[src/rtl/audio_dac_serializer.sv]
// I2S DAC serializer: one 32-bit stereo word per frame, shifted out MSB first, slaved to sampled codec clocks.
// Latency: AUD_DACDAT changes 3 clk after a BCLK falling edge at the pin; MSB appears on the 2nd BCLK fall after an LR edge.
// Backpressure: audioInReady low while the holding register is full; optional macro DAC_UNDERRUN_REPEAT_EN repeats the last word on underrun.
module audio_dac_serializer (
  input  logic        clk,
  input  logic        rst,
  input  logic        AUD_BCLK,
  input  logic        AUD_DACLRCK,
  input  logic [31:0] audioIn,
  input  logic        audioInValid,
  output logic        audioInReady,
  output logic        AUD_DACDAT,
  output logic        frameStart,
  output logic        underrun
);

  typedef enum logic [1:0] {SYNC, DELAY, SHIFT, PAD} state_t;

  state_t      state, state_nxt;
  logic [2:0]  bclk_sync;
  logic [1:0]  lrck_sync;
  logic        bclk_fall, lr_now, lr_prev;
  logic        lr_edge, left_edge, right_edge, right_go;
  logic [31:0] hold, shift_reg, ur_word, load_word;
  logic        hold_full;
  logic        chan;
  logic [3:0]  bit_cnt, cnt_nxt, cnt_dec;
  logic        dat_nxt;

  // Codec clocks are asynchronous: two-flop synchronizers, third BCLK flop for fall detection.
  always_ff @(posedge clk) begin
    bclk_sync <= {bclk_sync[1:0], AUD_BCLK};
    lrck_sync <= {lrck_sync[0], AUD_DACLRCK};
  end

  assign bclk_fall  = bclk_sync[2] & ~bclk_sync[1];
  assign lr_now     = lrck_sync[1];
  assign lr_edge    = bclk_fall && (lr_now != lr_prev);
  assign left_edge  = lr_edge && !lr_now;
  assign right_edge = lr_edge && lr_now;
  // Right-going edges only count once we are locked to a left channel.
  assign right_go   = right_edge && (state != SYNC);

  assign audioInReady = !hold_full && !rst;
  assign load_word    = hold_full ? hold : ur_word;

`ifdef DAC_UNDERRUN_REPEAT_EN
  logic [31:0] last_word;

  // Remember the most recently loaded word so an underrun can replay it.
  always_ff @(posedge clk) begin
    if (rst)
      last_word <= '0;
    else if (left_edge)
      last_word <= load_word;
  end

  assign ur_word = last_word;
`else
  assign ur_word = '0;
`endif

  // FSM state register.
  always_ff @(posedge clk) begin
    if (rst)
      state <= SYNC;
    else
      state <= state_nxt;
  end

  // Next state: LR edges preempt whatever channel is in progress.
  always_comb begin
    state_nxt = state;
    if (bclk_fall) begin
      if (left_edge || right_go) begin
        state_nxt = DELAY;
      end else begin
        case (state)
          DELAY:   state_nxt = SHIFT;
          SHIFT:   state_nxt = (bit_cnt == 4'd0) ? PAD : SHIFT;
          default: state_nxt = state;
        endcase
      end
    end
  end

  // Output decode: next serial bit and bit counter, evaluated only on BCLK falls.
  always_comb begin
    dat_nxt = AUD_DACDAT;
    cnt_nxt = bit_cnt;
    cnt_dec = bit_cnt - 4'd1;
    if (bclk_fall) begin
      dat_nxt = 1'b0;
      if (!(left_edge || right_go)) begin
        case (state)
          DELAY: begin
            dat_nxt = shift_reg[{~chan, 4'hF}];
            cnt_nxt = 4'd15;
          end
          SHIFT: begin
            if (bit_cnt != 4'd0) begin
              dat_nxt = shift_reg[{~chan, cnt_dec}];
              cnt_nxt = cnt_dec;
            end
          end
          default: dat_nxt = 1'b0;
        endcase
      end
    end
  end

  // Datapath: holding register, frame load on left edges, registered outputs.
  always_ff @(posedge clk) begin
    if (rst) begin
      AUD_DACDAT <= 1'b0;
      frameStart <= 1'b0;
      underrun   <= 1'b0;
      hold_full  <= 1'b0;
      hold       <= '0;
      shift_reg  <= '0;
      lr_prev    <= 1'b1;
      chan       <= 1'b0;
      bit_cnt    <= 4'd0;
    end else begin
      frameStart <= 1'b0;
      underrun   <= 1'b0;
      AUD_DACDAT <= dat_nxt;
      bit_cnt    <= cnt_nxt;
      if (bclk_fall)
        lr_prev <= lr_now;
      if (left_edge) begin
        shift_reg  <= load_word;
        hold_full  <= 1'b0;
        frameStart <= 1'b1;
        underrun   <= !hold_full;
        chan       <= 1'b0;
      end else if (right_go) begin
        chan <= 1'b1;
      end
      // Ready is low whenever hold is full, so this never collides with a real load.
      if (audioInValid && audioInReady) begin
        hold      <= audioIn;
        hold_full <= 1'b1;
      end
    end
  end

endmodule

[config.mk]
export PLATFORM = sky130hd
export DESIGN_NAME = audio_dac_serializer
export DESIGN_NICKNAME = d
export VERILOG_FILES = /design/src/rtl/audio_dac_serializer.sv
export SDC_FILE = /design/constraint.sdc
export NUM_CORES = 1
export LEC_CHECK = 0
export CAP_MARGIN = 20
export CORE_UTILIZATION = 40
export DETAILED_ROUTE_END_ITERATION = 8
export PLACE_DENSITY = 0.62
export SLEW_MARGIN = 20
export SYNTH_ARGS = -nofsm -noshare
export SYNTH_HDL_FRONTEND = slang
export SYNTH_SLANG_ARGS = --single-unit
export TNS_END_PERCENT = 50
[constraint.sdc]
create_clock -name clk -period 2.31 [get_ports clk]
set_clock_uncertainty 0.05 [all_clocks]
set_input_delay 0.693 -clock clk [delete_from_list [all_inputs] [get_ports clk]]
set_output_delay 0.693 -clock clk [all_outputs]
set_load 0.005 [all_outputs]
# ---- Word level (Yosys, flattened, before mapping)
# Cells that the tools add are included.
# W data, S select, Z words.
dict set report word_totals {
  input_bits 37
  reg_bits 81
  romBits 0
  latchBits 0
  wordCells 60
  mem_count 0
  ram_bits 0
}
dict set report classes {
  n_shift 0
  n_reduce_logical 20
  bitwise_logic 5
  mux 16
  mul 0
  n_div 0
  order_cmp 2
  n_eq_ne 4
  add_sub_neg 1
}
# cell n
set op_table {}
lappend op_table {{$mux W32} 1}
lappend op_table {{$lt A5 B6 Y1 const B} 2}
lappend op_table {{$mux W1} 9}
lappend op_table {{$pmux W4 S2} 1}
lappend op_table {{$logic_and A1 B1 Y1} 6}
lappend op_table {{$reduce_bool A2 Y1} 3}
lappend op_table {{$bmux W1 S5} 1}
lappend op_table {{$logic_not A4 Y1} 1}
lappend op_table {{$mux W4} 1}
lappend op_table {{$not A1 Y1} 4}
lappend op_table {{$pmux W2 S2} 1}
lappend op_table {{$reduce_and A4 Y1} 1}
lappend op_table {{$reduce_bool A4 Y1} 1}
lappend op_table {{$reduce_or A2 Y1} 2}
lappend op_table {{$sub A4 B1 Y4 const B} 1}
lappend op_table {{$logic_not A1 Y1} 3}
lappend op_table {{$reduce_bool A3 Y1} 1}
lappend op_table {{$eq A2 B1 Y1 const B} 1}
lappend op_table {{$eq A2 B2 Y1 const B} 1}
lappend op_table {{$mux W2} 1}
lappend op_table {{$ne A2 B2 Y1 const B} 1}
lappend op_table {{$pmux W1 S2} 1}
lappend op_table {{$reduce_and A2 Y1} 1}
lappend op_table {{$and A1 B1 Y1} 1}
lappend op_table {{other kinds (2)} 2}

# ---- Longest topological paths before layout
dict set report logic_depth {
  ltp_word 8
  ltp_mapped 8
}

# ---- Worst setup path before layout
# Ideal clock, no wire load.
dict set report synth_path {
  kind {reg2reg}
  from {register bit_cnt[0]}
  to {register AUD_DACDAT}
  slack_ps 107
  t_arrival_ps 2017
  n_path_buf 2
  synth_period_minus_slack_ps 2203
  stages_incl_launch_ff 9
  path_cell_list {dfxtp_1 > buf_6 > inv_1 > ha_1 > buf_1 > mux4_1 > mux4_2 > nor2_1 > o32ai_1}
}
dict set report synth_between {
  elab_chain_len 6
  elab_cells_between_ends 7
}
# item line_no
set synth_lines {}
lappend synth_lines {{from (decl)} 27} ;# logic [3:0] bit_cnt, cnt_nxt, cnt_dec;
lappend synth_lines {{from (signal assigned)} 128} ;# bit_cnt <= cnt_nxt;
lappend synth_lines {{$sub A4 B1 Y4} 91} ;# cnt_dec = bit_cnt - 4'd1;
lappend synth_lines {{$bmux W1 S5} 102} ;# dat_nxt = shift_reg[{~chan, cnt_dec}];
lappend synth_lines {{$mux W1 (not written as such)} 102}
lappend synth_lines {{$mux W1 (*)} 101} ;# if (bit_cnt != 4'd0) begin
lappend synth_lines {{$pmux W1 S2 (*)} 95} ;# case (state)
lappend synth_lines {{$mux W1 (*)} 94} ;# if (!(left_edge || right_go)) begin
lappend synth_lines {{to (signal assigned)} 127} ;# AUD_DACDAT <= dat_nxt;
lappend synth_lines {{to (decl)} 12} ;# output logic AUD_DACDAT,
# Mark *: on every way between the ends. The rest lies on a longest branch, timed or not. The select of a mux whose other input is x is not followed.
# A chain may end at the register's enable or synchronous reset.

# ---- Final worst setup path
dict set report layout_path {
  from {input rst}
  to {output audioInReady}
}
dict set report layout_between {
  elab_chain_len 2
}
# item line_no
set layout_lines {}
lappend layout_lines {{from (decl)} 6} ;# input logic rst,
lappend layout_lines {{$logic_not A1 Y1} 44} ;# assign audioInReady = !hold_full && !rst;
lappend layout_lines {{$logic_and A1 B1 Y1} 44}
lappend layout_lines {{to (decl)} 11} ;# output logic audioInReady,
# No other way between the ends.

==> impl_results.md <==
- Slew HR: 0.784
- Placed Area: around 0.0036 mm²
- Initial Utilization: 0.416
- Critical path arrival: 1.50 ns
- CP startpoint: rst
- Register area: ~0.0016 mm²
- Worst Max-Slew Pin Slew: about 0.32 ns
- CP Max Fanout: 2
- Root Driver: clkbuf_8
- Sequential power share: 0.537
- IO Count: 41
- Final period util: 0.970
- Post-synthesis mux area share: 0.0870
- Pint: about 2100 µW
- Vias in the first global route: around 2100
- CTS tree: yes
- R2r endpoint: AUD_DACDAT
- DRC Markers: 0
- CTS H-tree depth: 3
- Max Fclk: approximately 450 MHz
- Gpl congestion: roughly 0.71
- Vias per inst: about 5
- Yosys warns: 0
- Post-DRT Antenna Nets: 0
- Most common cell after layout, fill and taps aside: dfxtp_1
- Synth Area in Adders: 0.0165
- Commonest non-fill, non-tap cells in the layout: 81 x dfxtp_1, 70 x nand2_1, 39 x clkdlybuf4s50_1
- Hold buffer count at CTS: 0
- Post-Syn Area per Cell: 10.0 µm²
- PD cells: between 700 and 800 mW/mm²
- Vias: around 2200
- # clock sinks: a little over 80
- Synth Area in Simple Gates: 0.135
- Share of post-route cells with drive strength above 1: 0.0974
- GR Overflow Total: 0
- CP top delay family: buffers and inverters
- Area Growth Syn to Fin: 25.1%
- Syn Nets: roughly 340
- RSZ-0062 raised after global routing: no
- Yosys cell types: 36
- Design Power: around 2800 µW
- Routed wire length: a little under 6 mm
- Post-DP HPWL: approximately 4 mm
- Antenna diodes: 0
- Num CTS Buffers: 9
- Die area: a little under 0.008 mm²
- Clock Power Share: 0.385
- Fin nets: between 300 and 400
- Hold Crit Start: bclk_sync[0]
- Hold Crit Class: reg -> reg
- P_leak: about 0.0015 µW
- Switching Share: 0.238
- Largest net degree at the start of global routing: between 60 and 70
- Clk_lat worst skew: 0.35 ns
- Synth Area in Compound Gates: 0.183
- Global-route wire length before repair: ~10 mm
- Max cap viols: 0
- Post-Layout Cell Count: around 450
- Fillers: just over 700
- Row cnt: 31
- Setup TNS: 0 ns
- Max VDD drop: ~0.0004 V
- Placed Cells: between 400 and 500
- Post-Syn Area: around 0.003 mm²
- CP max stage delay: about 0.48 ns
- Final Max Slew Viols: 0
- Crit path cell chain: clkdlybuf4s50_1, nor2_1, dlygate4sd2_1
- # setup viols final: 0
- Synth Area in XOR/XNOR: 0.00825
- Clock-pin transition on the worst setup and hold timing paths: around 0.080 ns
- Core area: 0.00729 mm²
- Reg-to-reg slack, setup: roughly 0.19 ns
- Initial drt markers: 127
- Min Tclk post-route: ~2.2 ns
- NetSw: about 660 µW
- Largest family of logic cells by synthesized area: compound AO/OA/AOI/OAI gates
- Final Hold Viols: 0
- CTS max path bufs: 2
- Worst Setup EP: audioInReady
- Critical path depth in cells: 3
- Die W: slightly below 90 µm
- Setup Crit Path Kind: in -> out
- CP Capture Type: primary output
- Register area share after synthesis: 0.535
- R2R cell count: 6
- Post-Layout Inst Area: around 0.0038 mm²
- Pre-Repair DR Iteration Count: 4
- Core Util, Final: 0.520
- Slowest CP cell: clkdlybuf4s50_1
- Drt wl/cell: roughly 13 µm
- Global-route usage over all layers: 0.169
- Status: complete, no violations
- Reg2reg start: bit_cnt[1]
- Combinational Power Share: 0.078
- Synth Register Bits: around 80
- Startpoint types: input pin
- CP Buf/Inv Count: 2
- Die height: ~89 µm
- # port buffers: 40
- Antenna violations before repair: 0
- Area of the multi-input gates: roughly 0.0013 mm²
- Cells after Synth: slightly above 300
- WP data required: 1.57 ns
[stage by stage]
step	hold WS, ns	worst slack (ns)
floorplan	0.260	0.107
finish	0.282	0.0702
CTS	0.286	0.0556
detailed placement	0.266	-0.192
global placement	0.264	-0.162
global route	0.288	0.00138
[Yosys cell counts (all sizes together)]
cell type,number,share of area
dfxtp,81,0.53
nand2,70,0.087
o21ai,34,0.056
a22o,32,0.092
clkbuf,15,0.019
mux4,9,0.077
nor2,8,0.0099
inv,6,0.0074
a21oi,5,0.0082
buf,5,0.0099
ha,4,0.017
a211oi,3,0.0074
and2,3,0.0062
nand3,3,0.0049
nor3,3,0.0066
and3,2,0.0041
mux2i,2,0.0066
nand2b,2,0.0041
nor2b,2,0.0041
a21o,1,0.0025
a311o,1,0.0033
a311oi,1,0.0029
a31oi,1,0.0021
a32oi,1,0.0029
and4,1,0.0029
mux2,1,0.0037
nand3b,1,0.0025
o22ai,1,0.0021
o32ai,1,0.0029
or3b,1,0.0029
xnor2,1,0.0029
xor2,1,0.0054
[area by class of cell]
class	count	share of cell area
sequential	81	0.427
inverter	6	0.00594
tap	99	0.0327
clock inverter	6	0.0195
multi-input combinational	195	0.345
clock buffer	10	0.0363
timing repair buffer	51	0.134
[power groups by stage]
stage	Combinational, µW	Clock, µW	Sequential [µW]
6_report	216	1070	1490
5_1_grt	243	1170	1500
4_1_cts	219	1100	1490
3_5_place_dp	219	0	1520
3_3_place_gp	215	0	1520
2_1_floorplan	111	0	1510
[worst min-delay path by stage]
stage | end | slack, ns | depth (start not counted)
after CTS | bclk_sync[1] | 0.29 | 0
final | bclk_sync[1] | 0.28 | 0
after floorplan | bclk_sync[1] | 0.26 | 0
after detailed placement | bclk_sync[1] | 0.27 | 0
after global placement | bclk_sync[1] | 0.26 | 0
after global routing | bclk_sync[1] | 0.29 | 0
[metal layers]
metal	vias up	global-route usage	wire length, µm
met3	10	0.0416	189
li1	1156	-	-
met2	34	0.261	2640
met5	-	0	0
met1	1040	0.225	2860
met4	0	0.0779	114
[kinds of logic after synthesis]
kind of cell               Yosys count
DFF                                 81
xor gates and xnor gates             2
adders and majority gates            4
buffers and inverters               26
muxes                               12
and+or+nand+nor                     96
AOI/OAI and AO/OA                   81
[timing repair]
action                                  4_1_cts  5_1_grt
gates resized for setup                       1        0
endpoints found under the setup margin        1        0
setup buffers                                 0        0
Power figures use the tool's default switching activity.
